$ cat src/rtl/mux_arb_nto1_pkg.sv
// Shared definitions for the arbitrating N-to-1 mux: policy codes and sizing helpers.
package mux_arb_nto1_pkg;

  localparam int ARB_RR    = 0;
  localparam int ARB_FIXED = 1;

  // Select width for n channels; never below one bit so ports stay legal.
  function automatic int clog2(input int n);
    int r;
    int v;
    r = 0;
    v = n - 1;
    while (v > 0) begin
      r = r + 1;
      v = v >> 1;
    end
    if (r == 0) r = 1;
    return r;
  endfunction

endpackage

$ cat src/rtl/mux_arb_nto1_arb_pick.sv
// Combinational picker: first requesting channel scanning upward from start, with wrap.
module mux_arb_nto1_arb_pick
  import mux_arb_nto1_pkg::*;
#(
  parameter int CHANNELS = 4,
  parameter int SEL_W    = clog2(CHANNELS)
) (
  input  logic [CHANNELS-1:0] req,
  input  logic [SEL_W-1:0]    start,
  output logic                found,
  output logic [SEL_W-1:0]    winner
);

  localparam logic [SEL_W:0] CH_L = (SEL_W + 1)'(CHANNELS);

  logic [SEL_W:0]   sum_w [CHANNELS];
  logic [SEL_W-1:0] cand  [CHANNELS];
  logic [CHANNELS-1:0] hit;

  // cand[k] is the channel visited k steps after start; start is always < CHANNELS.
  generate
    for (genvar gi = 0; gi < CHANNELS; gi++) begin : g_cand
      assign sum_w[gi] = {1'b0, start} + (SEL_W + 1)'(gi);
      assign cand[gi]  = (sum_w[gi] >= CH_L) ? SEL_W'(sum_w[gi] - CH_L) : SEL_W'(sum_w[gi]);
      assign hit[gi]   = req[cand[gi]];
    end
  endgenerate

  assign found = |hit;

  always_comb begin
    winner = '0;
    for (int k = CHANNELS - 1; k >= 0; k--) begin
      if (hit[k]) winner = cand[k];
    end
  end

endmodule

$ cat src/rtl/mux_arb_nto1.sv
// N-to-1 arbitrating mux with a one-entry registered output under valid/ready.
module mux_arb_nto1
  import mux_arb_nto1_pkg::*;
#(
  parameter int WIDTH    = 6,
  parameter int CHANNELS = 4,
  parameter int MODE     = ARB_RR,
  parameter int SEL_W    = clog2(CHANNELS)
) (
  input  logic                      clk,
  input  logic                      reset,
  input  logic [CHANNELS-1:0]       in_valid,
  input  logic [CHANNELS*WIDTH-1:0] in_data,
  output logic [CHANNELS-1:0]       in_ready,
  output logic                      out_valid,
  output logic [WIDTH-1:0]          out_data,
  output logic [SEL_W-1:0]          out_sel,
  input  logic                      out_ready
);

  localparam logic [SEL_W-1:0] CH_LAST = SEL_W'(CHANNELS - 1);

  logic                out_valid_reg;
  logic [WIDTH-1:0]    out_data_reg;
  logic [SEL_W-1:0]    out_sel_reg;
  logic [SEL_W-1:0]    ptr_reg;
  logic [SEL_W-1:0]    ptr_next;
  logic                load_en;
  logic                found;
  logic                transfer;
  logic [SEL_W-1:0]    winner;
  logic [WIDTH-1:0]    chan_data [CHANNELS];

  mux_arb_nto1_arb_pick #(
    .CHANNELS (CHANNELS),
    .SEL_W    (SEL_W)
  ) u_pick (
    .req    (in_valid),
    .start  (ptr_reg),
    .found  (found),
    .winner (winner)
  );

  assign load_en  = !out_valid_reg || out_ready;
  // Gated by reset so no producer sees an accept while the block is held in reset.
  assign transfer = load_en && found && !reset;
  assign ptr_next = (winner == CH_LAST) ? '0 : winner + 1'b1;

  generate
    for (genvar gi = 0; gi < CHANNELS; gi++) begin : g_chan
      assign chan_data[gi] = in_data[gi*WIDTH +: WIDTH];
      assign in_ready[gi]  = transfer && (winner == SEL_W'(gi));
    end
  endgenerate

  always_ff @(posedge clk or posedge reset) begin
    if (reset) begin
      out_valid_reg <= 1'b0;
      out_data_reg  <= '0;
      out_sel_reg   <= '0;
    end else if (load_en) begin
      if (found) begin
        out_valid_reg <= 1'b1;
        out_data_reg  <= chan_data[winner];
        out_sel_reg   <= winner;
      end else begin
        out_valid_reg <= 1'b0;
      end
    end
  end

  // Fixed priority scans from channel 0, so the pointer is simply tied off.
  generate
    if (MODE == ARB_RR) begin : g_rr
      always_ff @(posedge clk or posedge reset) begin
        if (reset) begin
          ptr_reg <= '0;
        end else if (load_en && found) begin
          ptr_reg <= ptr_next;
        end
      end
    end else begin : g_fixed
      assign ptr_reg = '0;
    end
  endgenerate

  assign out_valid = out_valid_reg;
  assign out_data  = out_data_reg;
  assign out_sel   = out_sel_reg;

endmodule

$ cat config.mk
export PLATFORM = sky130hd
export DESIGN_NAME = mux_arb_nto1
export DESIGN_NICKNAME = d
export VERILOG_FILES = /design/src/rtl/mux_arb_nto1_pkg.sv /design/src/rtl/mux_arb_nto1_arb_pick.sv /design/src/rtl/mux_arb_nto1.sv
export SDC_FILE = /design/constraint.sdc
export NUM_CORES = 1
export LEC_CHECK = 0
export BUFFER_PORTS_ARGS = -buffer_cell sky130_fd_sc_hd__buf_2
export CAP_MARGIN = 20
export CELL_PAD_IN_SITES_DETAIL_PLACEMENT = 0
export CELL_PAD_IN_SITES_GLOBAL_PLACEMENT = 1
export CORE_MARGIN = 2
export CORE_UTILIZATION = 31
export DETAILED_ROUTE_END_ITERATION = 10
export PLACE_DENSITY = 0.81
export SLEW_MARGIN = 10
export SYNTH_ARGS = -nofsm -noshare
export SYNTH_HDL_FRONTEND = slang
export SYNTH_SLANG_ARGS = --single-unit
$ cat constraint.sdc
create_clock -name clk -period 1.75 [get_ports clk]
set_clock_uncertainty 0.05 [all_clocks]
set_input_delay 0.2625 -clock clk [delete_from_list [all_inputs] [get_ports clk]]
set_output_delay 0.2625 -clock clk [all_outputs]
set_load 0.1 [all_outputs]
After elaboration in Yosys (flattened, before gate mapping)
Cells that the tools add are included.
{ "totals": {"reg_bits": 11} }
{ "classes": {"addsub": 8, "n_eq_ne": 3, "n_mux": 21, "magnitude_cmp": 9, "reduce_logical": 12, "bitwise": 1} }
{ "ops": {"columns": ["cell", "n"], "rows": [
  ["2-bit 2-to-1 mux", 9],
  ["6-bit binary-select mux with 2-bit select", 1],
  ["3-bit >= comparator, second input constant", 4],
  ["2-bit by 3-bit < comparator with 1-bit output, second input constant", 4],
  ["6-bit 2-to-1 mux", 2],
  ["1-bit binary-select mux with 2-bit select", 4],
  ["2-bit by 1-bit subtractor with 2-bit output, second input constant", 4],
  ["2-bit by 2-bit adder with 3-bit output, second input constant", 2],
  ["1-bit logical AND", 6],
  ["1-bit 2-to-1 mux", 5],
  ["2-bit equality test, second input constant", 2],
  ["4-bit OR reduction", 1],
  ["2-bit by 1-bit adder with 3-bit output, second input constant", 1],
  ["2-bit by 3-bit >= comparator with 1-bit output, second input constant", 1],
  ["2-bit inverter with 3-bit output", 1],
  ["2-bit by 1-bit adder with 2-bit output, second input constant", 1],
  ["2-bit by 1-bit equality test with 1-bit output, second input constant", 1],
  ["1-bit logical NOT", 2],
  ["2-bit logical NOT", 1],
  ["2-bit AND reduction", 1],
  ["1-bit logical OR", 1]
]} }

Depth between registers and ports, before layout
{ "depth": {"ltp_word": 13, "depth_mapped": 7, "ltp_nobuf": 5} }

Hierarchy
A second synthesis with hierarchy kept.
{ "unflattened": {"hier_cells": 58, "area_unflattened_um2": 732.0} }
{ "by_module_without_submodules": {"columns": ["module", "cells_per_inst", "seq_area_each_um2", "area_each_um2", "instances"], "rows": [
  ["mux_arb_nto1", 45, 275.3, 654.4, 1],
  ["mux_arb_nto1_arb_pick", 13, 0.0, 77.6, 1]
]} }

Least setup slack after synthesis
OpenSTA, ideal clock, no wires.
{ "synth_timing": {"path_kind": "flip-flop to output port", "from": "register out_valid_reg (netlist: out_valid)", "to": "output port in_ready[0]", "stages_incl_launch_ff": 5, "required_ps": 1437, "path_slack_ps": -2122, "arrival_time_ps": 3560, "path_cell_list": "dfrtp_1 a21oi_2 clkbuf_1 nand2_1 nor3_1"} }
{ "synth_between": {"elab_chain_len": 5} }
{ "synth_rtl": {"columns": ["item", "line", "rtl"], "rows": [
  ["from (decl)", "mux_arb_nto1.sv:23", "logic out_valid_reg;"],
  ["from (signal assigned)", "mux_arb_nto1.sv:58", "out_valid_reg <= 1'b0;"],
  ["from (signal assigned)", "mux_arb_nto1.sv:63", "out_valid_reg <= 1'b1;"],
  ["from (signal assigned)", "mux_arb_nto1.sv:67", "out_valid_reg <= 1'b0;"],
  ["1-bit logical NOT", "mux_arb_nto1.sv:44", "assign load_en = !out_valid_reg || out_ready;"],
  ["1-bit logical OR", "mux_arb_nto1.sv:44", null],
  ["1-bit logical AND (2 in a row)", "mux_arb_nto1.sv:46", "assign transfer = load_en && found && !reset;"],
  ["1-bit logical AND", "mux_arb_nto1.sv:52", "assign in_ready[gi] = transfer && (winner == SEL_W'(gi));"],
  ["to (decl)", "mux_arb_nto1.sv:14", "output logic [CHANNELS-1:0] in_ready,"]
]} }
No other way between the ends.

Final worst setup path
{ "layout_timing": {"from": "register ptr_reg[1]", "to": "output port in_ready[3]"} }
{ "layout_between": {"elab_chain_len": 11, "elab_cells_between_ends": 32} }
{ "layout_rtl": {"columns": ["item", "line", "rtl"], "rows": [
  ["from (decl)", "mux_arb_nto1.sv:26", "logic [SEL_W-1:0] ptr_reg;"],
  ["from (signal assigned)", "mux_arb_nto1.sv:79", "ptr_reg <= ptr_next;"],
  ["2-bit by 2-bit adder with 3-bit output", "mux_arb_nto1_arb_pick.sv:23", "assign sum_w[gi] = {1'b0, start} + (SEL_W + 1)'(gi);"],
  ["3-bit >= comparator or 2-bit by 1-bit subtractor with 2-bit output (tied branches)", "mux_arb_nto1_arb_pick.sv:24", "assign cand[gi] = (sum_w[gi] >= CH_L) ? SEL_W'(sum_w[gi] - CH_L) : SEL_W'(sum_w[gi]);"],
  ["2-bit 2-to-1 mux", "mux_arb_nto1_arb_pick.sv:24", null],
  ["1-bit binary-select mux with 2-bit select", "mux_arb_nto1_arb_pick.sv:25", "assign hit[gi] = req[cand[gi]];"],
  ["1-bit 2-to-1 mux (implied by the code)", "mux_arb_nto1_arb_pick.sv:25", null],
  ["2-bit 2-to-1 mux (4 in a row)", "mux_arb_nto1_arb_pick.sv:34", "if (hit[k]) winner = cand[k];"],
  ["2-bit equality test", "mux_arb_nto1.sv:52", null],
  ["1-bit logical AND (*)", "mux_arb_nto1.sv:52", null]
]} }
Every way passes the cells marked *; elsewhere a longest branch is shown, timed or not. The select of a mux whose other input is x is not followed.

==> flow_metrics.env <==
export IMPL_synth_top_family_by_area="compound AO/OA/AOI/OAI gates"
export IMPL_top_layer_used="met4"
export IMPL_end_kind="output port"
export IMPL_final_core_util_pct=56.9
export IMPL_hpwlAfterDp_um=1800
export IMPL_grt_max_degree=13
export IMPL_hp_class="input pin to async pin"
export IMPL_synthFlopType="dfrtp_1"
export IMPL_rows=18
export IMPL_power_density_nw_per_um2=1400
export IMPL_grt_pass1_wl_um=4010
export IMPL_async_reset_ff_share_pct=100
export IMPL_ys_seq_area_share_pct=33.8
export IMPL_setup_violations_final=10
export IMPL_yosys_top_cells_area="dfrtp_1, a211oi_2, mux2i_1"
export IMPL_cp_required_ns=1.44
export IMPL_yosys_area_share_adder_pct=0
export IMPL_ir_drop_uv=1250
export IMPL_hold_ws_ns=0.0316
export IMPL_die_height_um=55.2
export IMPL_synthMuxAreaShare_pct=10.5
export IMPL_numCtsBuffers=3
export IMPL_violations="negative setup slack"
export IMPL_p_int_uw=893
export IMPL_finalWorstSetupSlack_ns=-0.245
export IMPL_wirelength_um=2380
export IMPL_cts_max_level=1
export IMPL_grt_antenna_before_repair=0
export IMPL_drive_gt1_share_pct=69.4
export IMPL_finalPower_uw=1980
export IMPL_clockBufferDepth=2
export IMPL_switching_share_pct=54.8
export IMPL_core_area_um2=2480
export IMPL_ys_warn_count=0
export IMPL_combPwrFrac_pct=71.3
export IMPL_most_common_layout_cells="buf_2, buf_4, a211oi_2"
export IMPL_path_clk_slew_ns=0.07
export IMPL_startpoint="ptr_reg[1]$_DFFE_PP0P_"
export IMPL_nNetsFinal=176
export IMPL_timing_fmax_mhz=501
export IMPL_status="finished with violations"
export IMPL_gr_total_overflow=0
export IMPL_areaGrowthSynthToFinish_pct=73.4
export IMPL_viasPerCell=4.89
export IMPL_synth_xor_area_share_pct=1.08
export IMPL_pwr_share_clk_pct=8.6
export IMPL_cts_hold_buf=0
export IMPL_crit_end="in_ready[3]"
export IMPL_wl_met1_um=1070
export IMPL_grt_pass1_vias=878
export IMPL_synth_compound_area_share_pct=36.0
export IMPL_rsz0062_at_grt="true"
export IMPL_pre_cts_slack_ns=-0.100
export IMPL_route_met3_wl_um=74
export IMPL_largest_reg_flops=6
export IMPL_dpl_cell_count=163
export IMPL_drc=0
export IMPL_io_buffer_count=43
export IMPL_drt_iter0_drc=20
export IMPL_gp_congestion=0.754
export IMPL_drv_slew=0
export IMPL_yosysTopAreaCell="dfrtp_1"
export IMPL_postRouteAntennaNets=0
export IMPL_mostFrequentLayoutCell="buf_2"
export IMPL_syn_nets=109
export IMPL_timing_final_crit_share_pct=114
export IMPL_io_pins=44
export IMPL_synth_cell_types=28
export IMPL_clockRootBuffer="clkbuf_4"
export IMPL_reg2reg_to="out_data[5]$_DFFE_PP0P_"
export IMPL_die_area_um2=3050
export IMPL_initial_core_util_pct=32.8
export IMPL_drv_cap=0
export IMPL_synth_simple_area_share_pct=12.0
export IMPL_syn_avg_cell_area_um2=10.4
export IMPL_min_period_ns=2.00
export IMPL_layoutNonFillerInstCount=174
export IMPL_reg2regPathDepth=8
export IMPL_sequentialPowerShare_pct=20.1
export IMPL_r2r_setup_slack_ns=-0.18
export IMPL_wl_met2_um=1220
export IMPL_power_switching_uw=1080
export IMPL_critical_path_class="flop to output port"
export IMPL_synth_ff_latch_count=11
export IMPL_synth_edf_count=0
export IMPL_routedWlPerCell_um=13.7
export IMPL_synth_area_um2=813
export IMPL_clock_latency_ns=0.25
export IMPL_antenna_cells=0
export IMPL_crit_arrival_ns=1.68
export IMPL_start_kind="flop"
export IMPL_grtUsageTotal_pct=16.2
export IMPL_slew_headroom_pct=67.7
export IMPL_dr_pass1_iters=4
export IMPL_r2r_start="ptr_reg[1]$_DFFE_PP0P_"
export IMPL_cts_tree="done"
export IMPL_crit_fanout=4
export IMPL_die_x_um=55.2
export IMPL_cts_sinks=11
export IMPL_power_leakage_uw=0.000663
export IMPL_via_count=850
export IMPL_finalHoldViolCount=0
export IMPL_tightest_slew_ns=0.488
export IMPL_synth_top_cell_area_share_pct=33.8
export IMPL_netlist_instances=78
## cells in the mapped netlist (2+ instances only)
master	instances
a211oi_2	12
dfrtp_1	11
nor2_1	9
a21boi_0	6
mux2i_1	6
inv_1	5
nor3_1	4
a21o_1	2
a21oi_1	2
nand2_1	2
o21ai_1	2
## worst min path at each step
stage | end | slack [ns] | cells after the start
after global placement | out_data[4]$_DFFE_PP0P_ | 0.33 | 2
after global routing | out_data[4]$_DFFE_PP0P_ | 0.08 | 2
after detailed placement | out_data[4]$_DFFE_PP0P_ | 0.34 | 2
after floorplan | out_data[0]$_DFFE_PP0P_ | 0.06 | 1
final | out_data[4]$_DFFE_PP0P_ | 0.03 | 2
after CTS | out_data[4]$_DFFE_PP0P_ | 0.05 | 2
## worst max-delay path, cell delays in order, from the launching register on
cell,delay [ns]
dfrtp_2,0.46
a21o_1,0.20
a21boi_4,0.21
o221ai_4,0.18
nor3_4,0.18
buf_12,0.20
## layer usage
| layer | track usage, % | vias to the layer above |
|---|---|---|
| met1 | 20.1 | 408 |
| met3 | 2.58 | 2 |
| met5 | 0 | - |
| met4 | 4.18 | 0 |
| met2 | 28.7 | 18 |
| li1 | - | 422 |
## power groups by stage
stage	registers, uW	logic [uW]	clock network (uW)
6_report	397	1410	170
3_3_place_gp	390	1270	0
5_1_grt	407	1470	193
4_1_cts	396	1330	175
3_5_place_dp	390	1290	0
2_1_floorplan	863	517	0
## per-stage QoR
step	setup TNS, ns	instance area (um2)
detailed placement	-0.385	1300
global placement	-0.0139	1300
CTS	-1.03	1360
global route	-2.49	1410
floorplan	-2.06	898
finish	-1.81	1410
## logic make-up after synthesis
kind of cell,Yosys count
mux,8
compound gates,29
flops,11
buf+inv,9
xor+xnor,1
simple gates,20
## timing repair
action                     in CTS  in global routing
setup endpoints to repair      10                 10
resized for setup               6                  3
gates cloned                    0                  0
setup buffers                   4                  5
pin swaps                       9                  3
## final cells by class
class / count / area [um2]
fillers: 230 / 1070
flip-flops and latches: 11 / 280
well taps: 30 / 37.5
inverters: 5 / 18.8
multi-input cells: 58 / 596
repair buffers: 66 / 452
clock buffers: 4 / 26.3
Note: power is estimated with default switching activity, not from simulation.
